<file path="src/rtl/muladd_result_serializer.sv">
// Buffers MULADD result words in a small FIFO and streams each one out LSB-first as narrow beats.
// Optional trailing parity beat per word when MULADD_SER_PARITY_EN is defined.
module muladd_result_serializer #(
   parameter int unsigned DATA_W     = 20,
   parameter int unsigned BEAT_W     = 4,
   parameter int unsigned FIFO_DEPTH = 4
) (
   input  logic                          clk,
   input  logic                          rst,
   input  logic                          in_valid,
   input  logic [DATA_W-1:0]             in_data,
   output logic                          in_ready,
   output logic                          ser_valid,
   output logic [BEAT_W-1:0]             ser_data,
   output logic                          ser_last,
   input  logic                          ser_ready,
   output logic                          overflow,
   output logic [$clog2(FIFO_DEPTH):0]   fifo_count
);

   localparam int unsigned NB = DATA_W / BEAT_W;
`ifdef MULADD_SER_PARITY_EN
   localparam int unsigned LAST_IDX = NB;
`else
   localparam int unsigned LAST_IDX = NB - 1;
`endif
   localparam int unsigned IDX_W = (LAST_IDX < 2) ? 1 : $clog2(LAST_IDX + 1);
   localparam int unsigned PTR_W = $clog2(FIFO_DEPTH);
   localparam int unsigned CNT_W = PTR_W + 1;

   localparam logic [0:0] IDLE  = 1'b0;
   localparam logic [0:0] SHIFT = 1'b1;

   logic [0:0]        state_q, state_d;
   logic [DATA_W-1:0] mem [FIFO_DEPTH];
   logic [PTR_W-1:0]  wr_ptr, rd_ptr;
   logic [CNT_W-1:0]  count;
   logic [DATA_W-1:0] shreg;
   logic [IDX_W-1:0]  beat_idx;
   logic              overflow_q;
   logic              push, pop, advance;
   logic              empty, full, beat_hs, beat_last;
`ifdef MULADD_SER_PARITY_EN
   logic              parity;
`endif

   assign empty      = (count == '0);
   assign full       = (count == CNT_W'(FIFO_DEPTH));
   assign in_ready   = !full && !rst;
   assign push       = in_valid && in_ready;
   assign ser_valid  = (state_q == SHIFT);
   assign beat_last  = (beat_idx == IDX_W'(LAST_IDX));
   assign beat_hs    = ser_valid && ser_ready;
   assign ser_last   = ser_valid && beat_last;
   assign overflow   = overflow_q;
   assign fifo_count = count;

`ifdef MULADD_SER_PARITY_EN
   assign ser_data = (beat_idx == IDX_W'(NB)) ? BEAT_W'(parity) : shreg[BEAT_W-1:0];
`else
   assign ser_data = shreg[BEAT_W-1:0];
`endif

   // Next state: a last-beat handshake chains straight into the next word when one is waiting.
   always_comb begin
      state_d = state_q;
      pop     = 1'b0;
      advance = 1'b0;
      case (state_q)
         IDLE: begin
            if (!empty) begin
               pop     = 1'b1;
               state_d = SHIFT;
            end
         end
         SHIFT: begin
            if (beat_hs) begin
               if (!beat_last) begin
                  advance = 1'b1;
               end else if (!empty) begin
                  pop = 1'b1;
               end else begin
                  state_d = IDLE;
               end
            end
         end
         default: state_d = IDLE;
      endcase
   end

   // FIFO storage carries no reset; occupancy is tracked by count.
   always_ff @(posedge clk) begin
      if (push) begin
         mem[wr_ptr] <= in_data;
      end
   end

   always_ff @(posedge clk) begin
      if (rst) begin
         state_q    <= IDLE;
         wr_ptr     <= '0;
         rd_ptr     <= '0;
         count      <= '0;
         shreg      <= '0;
         beat_idx   <= '0;
         overflow_q <= 1'b0;
`ifdef MULADD_SER_PARITY_EN
         parity     <= 1'b0;
`endif
      end else begin
         state_q <= state_d;
         if (push) begin
            wr_ptr <= wr_ptr + PTR_W'(1);
         end
         if (pop) begin
            rd_ptr <= rd_ptr + PTR_W'(1);
         end
         case ({push, pop})
            2'b10:   count <= count + CNT_W'(1);
            2'b01:   count <= count - CNT_W'(1);
            default: count <= count;
         endcase
         if (pop) begin
            shreg    <= mem[rd_ptr];
            beat_idx <= '0;
`ifdef MULADD_SER_PARITY_EN
            parity   <= ^mem[rd_ptr];
`endif
         end else if (advance) begin
            shreg    <= shreg >> BEAT_W;
            beat_idx <= beat_idx + IDX_W'(1);
         end
         if (in_valid && !in_ready) begin
            overflow_q <= 1'b1;
         end
      end
   end

endmodule

</file>
<file path="config.mk">
export PLATFORM = sky130hd
export DESIGN_NAME = muladd_result_serializer
export DESIGN_NICKNAME = d
export VERILOG_FILES = /design/src/rtl/muladd_result_serializer.sv
export SDC_FILE = /design/constraint.sdc
export NUM_CORES = 1
export LEC_CHECK = 0
export ABC_CLOCK_PERIOD_IN_PS = 2590
export CORE_ASPECT_RATIO = 1.5
export CORE_MARGIN = 4
export CORE_UTILIZATION = 40
export CTS_CLUSTER_DIAMETER = 60
export DETAILED_ROUTE_END_ITERATION = 8
export SYNTH_ARGS = -nofsm -noshare
export SYNTH_HDL_FRONTEND = slang
export SYNTH_SLANG_ARGS = --single-unit
</file>
<file path="constraint.sdc">
create_clock -name clk -period 2.59 [get_ports clk]
set_input_delay 0.777 -clock clk [delete_from_list [all_inputs] [get_ports clk]]
set_output_delay 0.777 -clock clk [all_outputs]
set_load 0.005 [all_outputs]
</file>
==> key figures, run 1 <==
Status
  • Status: completed

Synthesis
  • Synth top cells by count: edfxtp_1, nand2_1, dfxtp_1, nor2_1, mux4_2
  • Asr flop ratio synth: 0
  • Cell taking the most area after synthesis: edfxtp_1
  • Mapped Area: 0.00458 mm2
  • Mapped Avg Cell Area: 15.5 um2
  • Gate Count Post-Synth: 296
  • Number of synthesized flops with an enable pin: 80
  • Synth Register Bits: 114
  • Yosys top cell area share: 0.524
  • Ys Warns: 0
  • Distinct cells, synth: 31
  • Mapped Nets: 328
  • Synth Flop Type: edfxtp_1
  • Largest cells by area after synthesis: edfxtp_1, dfxtp_1, mux4_2, a311oi_2, nand2_1
  • Register area share after synthesis: 0.673
  • Count leader, synth: edfxtp_1

Power and ir drop
  • Sequential share of power: 0.398
  • Clock Power Share: 0.318
  • Comb power frac: 0.284
  • Int Pwr: 4.36 mW
  • Leakage: 1.87 nW
  • Net Sw Power: 1.79 mW
  • Switching share of power: 0.291
  • Pwr/cell area: 1090 mW/mm2
  • VDD IR-drop max: 0.000563 V
  • Total power draw: 6.15 mW

Job
  • Max cap viols: 0

Timing
  • Final Hold Vio Count: 0
  • Worst-Margin Slew: 476 ps
  • Max-slew violations: 0
  • Max Clock Freq: 0.403 GHz
  • Rel. slew slack: 0.682
  • Final setup vio count: 0
  • Crit share post-route: 0.958
  • Skew final: 7.74 ps
  • RSZ-0062 raised after global routing: false
  • Period minus WS final: 2480 ps

Worst setup path
  • Worst R2R Start: beat_idx[0]$_SDFFE_PP0P_
  • Crit path cell chain: dlygate4sd2_1, nor2_1, clkdlybuf4s50_1
  • Crit path from: rst
  • Startpoint Class: input port
  • Worst r2r dst: fifo_count[2]$_SDFFE_PP0P_
  • FF-to-FF path depth: 11
  • Worst path required time: 1810 ps
  • Worst reg2reg setup slack: 360 ps
  • Crit path DAT: 1700 ps
  • Crit-path slowest cell: clkdlybuf4s50_1
  • Setup CP Type: in -> out
  • Largest stage delay, worst path: 510 ps
  • Critical path peak fanout: 4
  • Crit. End Element: output pin
  • Critical Path End: in_ready

GRT
  • Largest net degree at the start of global routing: 40
  • Vias in the first global route: 2651
  • First-pass GRT wire length: 13.5 mm
  • Gr ovfl total: 0
  • Initial antenna violation count: 0
  • Total GRT Usage: 0.140

Floorplanning
  • Die Y: 139 um
  • Io pins: 35
  • Initial Utilization: 0.412
  • FP Rows: 47
  • Chip width: 95.4 um
  • Die area: 0.0133 mm2
  • Core Region: 0.0111 mm2

Cells and area
  • Final std cell area, no fill: 0.00565 mm2
  • Fin cells: 505
  • Area grow syn2layout: 23.3%
  • Nets@finish: 377
  • # diodes: 0
  • Layout cells sized above 1: 0.229

Route
  • Via Count: 2542
  • Vias per cell: 5.03
  • ANT nets after route: 0
  • Routed WL per cell: 16.6 um
  • Routed WL: 8.37 mm
  • DRT Pass-1 Iters: 4
  • Iteration-0 DRC Markers: 155
  • # DRC: 0

Placed design
  • Final HPWL DP: 5.11 mm
  • Input/output buffers: 34
  • Placer Congestion: 0.707
  • Inst Count DP: 473
  • DP Area: 0.00514 mm2

Clocking
  • Clock slew at reported path FFs: 50 ps
  • Num CTS Buffers: 17
  • Worst-Skew Late Latency: 400 ps
  • CTS Sinks: 114
  • Clk Tree Root Cell: clkbuf_16
  • Postcts setup bufs: 0
  • CTS tree: done
  • Hold_buf cts: 0
  • CTS Buffer Depth: 2
  • CTS H-tree depth: 4

Hold path
  • Worst min-delay path class: reg -> reg
  • Hold_sp: overflow$_SDFFE_PP0P_
-- kinds of logic after synthesis --
logic type / after synthesis / synth area share
compound gates: 33 / 0.0723
xor+xnor: 5 / 0.00956
fa+ha+maj: 8 / 0.0235
buf+inv: 30 / 0.0407
flops: 114 / 0.673
mux: 20 / 0.0983
simple gates: 86 / 0.0830
-- repair_timing --
item                                    CTS  global route
resized for setup                         1             2
endpoints found under the setup margin    1             1
hold endpoints to repair                  0             0
cloned                                    0             0
-- final cells by class --
class | count | area, um2
Multi-Input combinational cell | 152 | 1320
Timing Repair Buffer | 50 | 524
Clock inverter | 8 | 42.5
Inverter | 10 | 37.5
Fill cell | 926 | 5470
Tap cell | 147 | 184
Sequential cell | 114 | 3080
Clock buffer | 24 | 462
-- cells in the final DEF, fill, tap and decap left out, drive strengths merged --
cell type	count
or3	2
clkbuf	24
o31ai	1
edfxtp	80
nor3	4
fa	1
ha	7
a21o	1
nand2	42
mux4	20
nand3	6
dlymetal6s2s	1
clkinv	9
and3	1
dfxtp	34
clkdlybuf4s50	32
a311oi	16
o21ai	2
a21oi	13
nor2	22
buf	16
nor3b	2
and2	6
xnor2	2
inv	9
xor2	3
nor2b	1
dlygate4sd2	1
-- worst min-delay path by stage --
stage                              to  slack (ps)  cells after the start
4_1_cts                     flip-flop         480                      2
3_3_place_gp                flip-flop         460                      2
3_5_place_dp    overflow$_SDFFE_PP0P_         460                      2
5_1_grt        shreg[18]$_SDFFE_PP0P_         500                      2
6_report        overflow$_SDFFE_PP0P_         470                      2
2_1_floorplan  shreg[16]$_SDFFE_PP0P_         450                      2
-- through the flow --
step | utilization | hold WS (ps) | setup WS, ps | TNS (ps)
final | 0.508 | 470 | 108 | 0
after global routing | 0.508 | 498 | 39.9 | 0
after CTS | 0.508 | 476 | 68.9 | 0
after detailed placement | 0.463 | 465 | -321 | -673
after global placement | 0.463 | 461 | -255 | -468
after floorplan | - | 448 | 109 | 0
-- sequential cells by signal, indices dropped and copies added, names as in the netlist, named ones only --
| signal | cells |
|---|---|
| mem | 80 |
| shreg | 20 |
| beat_idx | 3 |
| fifo_count | 3 |
| rd_ptr | 2 |
| wr_ptr | 2 |
| overflow | 1 |
| ser_valid | 1 |
-- power groups by stage --
stage	sequential (mW)	combinational (mW)	clock (mW)
2_1_floorplan	2.42	1.37	0
3_3_place_gp	2.48	1.74	0
3_5_place_dp	2.49	1.76	0
4_1_cts	2.45	1.77	2.00
5_1_grt	2.49	1.93	2.08
6_report	2.45	1.75	1.96
-- critical path: cells and delay by family --
family	cells	cell delay (ps)
simple gates	1	120
buf+inv	2	800
-- layer usage --
layer,GRT usage,part of all wire,up-vias
met5,0,0,-
met4,0.0675,0.025,0
met3,0.0429,0.042,18
met2,0.237,0.55,54
met1,0.157,0.39,1268
li1,-,-,1202
Power figures use the tool's default switching activity.
==> run 2: changes to the inputs <==
- CAP_MARGIN: unset -> 0
- CELL_PAD_IN_SITES_DETAIL_PLACEMENT: unset -> 0
- CELL_PAD_IN_SITES_GLOBAL_PLACEMENT: unset -> 2
- CORE_UTILIZATION: 40 -> 38
- PLACE_DENSITY_LB_ADDON: unset -> 0.1
==> key figures, run 2 (synthesis results as in run 1) <==
Clocking
  • CTS tree: done
  • Hold_buf cts: 0
  • Num CTS Buffers: 17
  • Postcts setup bufs: 0
  • CTS Sinks: 114
  • Clock slew at reported path FFs: 50 ps
  • CTS Buffer Depth: 2
  • CTS resizes: 0
  • Worst-Skew Late Latency: 410 ps
  • Clk Tree Root Cell: clkbuf_16
  • CTS H-tree depth: 4

Worst setup path
  • Worst R2R Start: beat_idx[0]$_SDFFE_PP0P_
  • Startpoint Class: input port
  • Crit-path slowest cell: clkdlybuf4s50_1
  • Crit. End Element: flip-flop
  • Crit path DAT: 2790 ps
  • Crit path cell chain: clkdlybuf4s50_1, nand3_2, a21o_2, clkinv_1, ha_1, inv_1, fa_1, xor2_1, or3_1, a21oi_2
  • Critical path peak fanout: 2
  • Worst path required time: 2930 ps
  • Setup CP Type: in -> reg
  • Largest stage delay, worst path: 490 ps
  • Top Family by Delay on Critical Path: buffers and inverters
  • Buf/Inv on CP: 3
  • Crit path from: ser_ready

Route
  • Routed WL: 8.73 mm
  • ANT nets after route: 0
  • Vias per cell: 5.01
  • DRT Pass-1 Iters: 4
  • Via Count: 2550
  • Routed WL per cell: 17.1 um
  • Iteration-0 DRC Markers: 139
  • # DRC: 0

Floorplanning
  • Io pins: 35
  • Core Region: 0.0117 mm2
  • Chip width: 97.7 um
  • FP Rows: 48
  • Die area: 0.0139 mm2
  • Initial Utilization: 0.393
  • Die Y: 143 um

Cells and area
  • Fill count: 1025
  • Largest register FFs: 80
  • Final core occ: 0.495
  • # diodes: 0
  • Most frequent cells in the layout: edfxtp_1, nand2_1, dfxtp_1, clkdlybuf4s50_1, nor2_1
  • Regs by FF count: mem x80, shreg x20
  • Area grow syn2layout: 25.9%
  • Biggest register: mem
  • Layout cells sized above 1: 0.240
  • Nets@finish: 378
  • Commonest non-fill, non-tap cell in the layout: edfxtp_1
  • Fin cells: 509

GRT
  • Vias in the first global route: 2656
  • Total GRT Usage: 0.141
  • Largest net degree at the start of global routing: 40
  • First-pass GRT wire length: 14.4 mm
  • Initial antenna violation count: 0
  • Gr ovfl total: 0

Timing
  • Rel. slew slack: 0.676
  • TNS Setup: 0 ps
  • Setup ws final: 137 ps
  • RSZ-0062 raised after global routing: false
  • Worst-Margin Slew: 486 ps
  • Final setup vio count: 0
  • Final Hold Vio Count: 0
  • Skew final: 5.96 ps
  • Max-slew violations: 0
  • Max Clock Freq: 0.408 GHz
  • Crit share post-route: 0.947
  • Period minus WS final: 2450 ps

Hold path
  • Hold_sp: overflow$_SDFFE_PP0P_
  • Worst min-delay path class: reg -> reg

Status
  • Status: completed

Power and ir drop
  • Leakage: 1.92 nW
  • Pwr/cell area: 1150 mW/mm2
  • VDD IR-drop max: 0.000484 V
  • Total power draw: 6.65 mW

Placed design
  • Input/output buffers: 34
  • Placer Congestion: 0.664
  • Inst Count DP: 477
  • Worst slack, placed: -292 ps
  • Final HPWL DP: 5.49 mm

Job
  • Max cap viols: 0
-- run 2: metal layers --
metal | global-route usage | up-vias | wire, um
met5 | 0 | - | 0
met4 | 0.0656 | 0 | 138
met1 | 0.161 | 1283 | 3700
met3 | 0.0432 | 10 | 308
li1 | - | 1208 | -
met2 | 0.241 | 49 | 4590
-- run 2: path summary, 6_finish.rpt --
kind / endpoint / slack [ps] / depth (start not counted)
max: fifo_count[2]$_SDFFE_PP0P_ / 140 / 10
min: overflow$_SDFFE_PP0P_ / 470 / 2
min reg2reg: overflow$_SDFFE_PP0P_ / 470 / 2
max reg2reg: fifo_count[2]$_SDFFE_PP0P_ / 410 / 11
-- run 2: layout make-up --
cell class                      count  area [um2]  share of cell area
Timing Repair Buffer               51         513              0.0889
Sequential cell                   114        3080               0.534
Clock buffer                       20         437              0.0757
Tap cell                          150         188              0.0325
Clock inverter                     12         188              0.0325
Inverter                           10        37.5             0.00651
Multi-Input combinational cell    152        1320               0.229
-- run 2: power breakdown --
part	internal (mW)	switching [mW]
Sequential	2.27	0.165
Combinational	0.848	0.901
Clock	1.69	0.779
-- run 2: worst register-to-register path, cell delays in order, from the launching register on --
cell and delay, ps:
dfxtp_1 330, inv_1 70, ha_1 190, nand3_2 90, a21o_2 230, clkinv_1 60
ha_1 150, inv_1 50, fa_1 360, xor2_1 150, or3_1 320, a21oi_2 110
-- run 2: per-stage QoR --
stage	hold WS, ps	cell area (um2)
after floorplan	448	4580
final	469	5770
after detailed placement	465	5130
after global placement	457	5130
after CTS	472	5760
after global routing	498	5770
==> run 3: changes to the inputs <==
--- a/config.mk
+++ b/config.mk
@@ -16,4 +16,5 @@
 export DETAILED_ROUTE_END_ITERATION = 8
 export PLACE_DENSITY_LB_ADDON = 0.1
+export SLEW_MARGIN = 0
 export SYNTH_ARGS = -nofsm -noshare
 export SYNTH_HDL_FRONTEND = slang
==> constraint.sdc (replaced) <==
create_clock -name clk -period 2.59 [get_ports clk]
set_input_delay 0.259 -clock clk [delete_from_list [all_inputs] [get_ports clk]]
set_output_delay 0.259 -clock clk [all_outputs]
set_load 0.005 [all_outputs]
==> key figures, run 3 (synthesis results as in run 1) <==
Status
  • Status: completed

Route
  • Routed WL per cell: 17.3 um
  • Vias per cell: 5.00
  • DR top layer: met4
  • Iteration-0 DRC Markers: 120
  • ANT nets after route: 0
  • Routed WL: 8.72 mm
  • # DRC: 0
  • Metal3 WL: 261 um
  • Via Count: 2524
  • DRT Pass-1 Iters: 4
  • Met2 WL: 4.65 mm
  • M1 WL: 3.60 mm

Floorplanning
  • FP Rows: 48
  • Io pins: 35
  • Die area: 0.0139 mm2
  • Die Y: 143 um
  • Initial Utilization: 0.393
  • Chip width: 97.7 um
  • Core Region: 0.0117 mm2

Clocking
  • Worst-Skew Late Latency: 410 ps
  • CTS Sinks: 114
  • Clk Tree Root Cell: clkbuf_16
  • CTS H-tree depth: 4
  • Postcts setup bufs: 0
  • CTS resizes: 0
  • Hold_buf cts: 0
  • Num CTS Buffers: 17
  • CTS tree: done
  • Clock slew at reported path FFs: 60 ps
  • CTS Buffer Depth: 2

Worst setup path
  • Critical path peak fanout: 3
  • FF-to-FF path depth: 11
  • Setup CP Type: reg -> reg
  • Crit path DAT: 2540 ps
  • Worst reg2reg setup slack: 390 ps
  • Worst path required time: 2930 ps
  • Worst R2R Start: beat_idx[0]$_SDFFE_PP0P_
  • Startpoint Class: flip-flop
  • Crit. End Element: flip-flop
  • Worst r2r dst: fifo_count[2]$_SDFFE_PP0P_

Cells and area
  • Most frequent cells in the layout: edfxtp_1, nand2_1, dfxtp_1, clkdlybuf4s50_1, nor2_1
  • Largest register FFs: 80
  • Regs by FF count: mem x80, shreg x20
  • Biggest register: mem
  • Nets@finish: 374
  • Area grow syn2layout: 23.3%
  • Commonest non-fill, non-tap cell in the layout: edfxtp_1
  • Final core occ: 0.485
  • Layout cells sized above 1: 0.239
  • # diodes: 0
  • Final std cell area, no fill: 0.00565 mm2

Timing
  • Skew final: 24.8 ps
  • Final setup vio count: 0
  • Max Clock Freq: 0.455 GHz
  • TNS Setup: 0 ps
  • Rel. slew slack: 0.673
  • RSZ-0062 raised after global routing: false
  • Crit share post-route: 0.849
  • Period minus WS final: 2200 ps
  • Worst-Margin Slew: 490 ps
  • Max-slew violations: 0
  • Final Hold Vio Count: 0

Hold path
  • Worst-case hold path end point: wr_ptr[1]$_SDFFE_PP0P_
  • Hold path cells: 5
  • Worst min-delay path class: in -> reg
  • Hold_sp: rst

GRT
  • Vias in the first global route: 2650
  • Total GRT Usage: 0.138
  • Largest net degree at the start of global routing: 40
  • Gr ovfl total: 0
  • Initial antenna violation count: 0
  • First-pass GRT wire length: 14.3 mm

Job
  • Max cap viols: 0

Placed design
  • DP Area: 0.00507 mm2
  • Final HPWL DP: 5.24 mm
  • Input/output buffers: 34
  • Placer Congestion: 0.668

Power and ir drop
  • Pwr/cell area: 1130 mW/mm2
  • Total power draw: 6.39 mW
  • VDD IR-drop max: 0.000489 V
  • Leakage: 1.87 nW
## run 3: cell type report
cell class	count	area, um2
clock buffer	18	429
inverter	10	37.5
clock inverter	14	155
fill	1028	6000
sequential	114	3080
tap	150	188
multi-input combinational	152	1310
timing repair buffer	47	445
## run 3: where the power goes
group | switching (mW) | internal [mW]
sequential | 0.166 | 2.27
combinational | 0.887 | 0.803
clock | 0.837 | 1.43
## run 3: metrics by stage
step | worst slack (ps) | cells | hold WS, ps
6_report | 392 | 505 | 365
5_1_grt | 148 | 505 | 417
4_1_cts | 372 | 505 | 367
3_5_place_dp | 211 | 473 | 471
3_3_place_gp | 229 | 473 | 458
2_1_floorplan | 375 | 296 | 358
## run 3: worst max-delay path, stage by stage (launching register included)
cell and delay (ps):
dfxtp_1 330, inv_1 60, ha_1 190, nand3_2 90, a21o_2 220, clkinv_1 60, ha_1 170, inv_1 60
fa_1 370, xor2_1 160, or3_1 310, a21oi_1 140
## run 3: worst max-delay path by stage
stage	from	endpoint	slack [ps]	cells past startpoint
6_report	beat_idx[0]$_SDFFE_PP0P_	fifo_count[2]$_SDFFE_PP0P_	390	11
3_3_place_gp	ser_ready	fifo_count[2]$_SDFFE_PP0P_	230	10
3_5_place_dp	ser_ready	fifo_count[2]$_SDFFE_PP0P_	210	10
5_1_grt	beat_idx[0]$_SDFFE_PP0P_	fifo_count[2]$_SDFFE_PP0P_	150	11
4_1_cts	beat_idx[0]$_SDFFE_PP0P_	fifo_count[2]$_SDFFE_PP0P_	370	11
2_1_floorplan	beat_idx[0]$_SDFFE_PP0P_	fifo_count[2]$_SDFFE_PP0P_	380	11
## run 3: metal layers
layer / vias up / global-route usage
met5: - / 0
met4: 0 / 0.0744
met3: 11 / 0.0368
met2: 42 / 0.243
met1: 1274 / 0.152
li1: 1197 / -
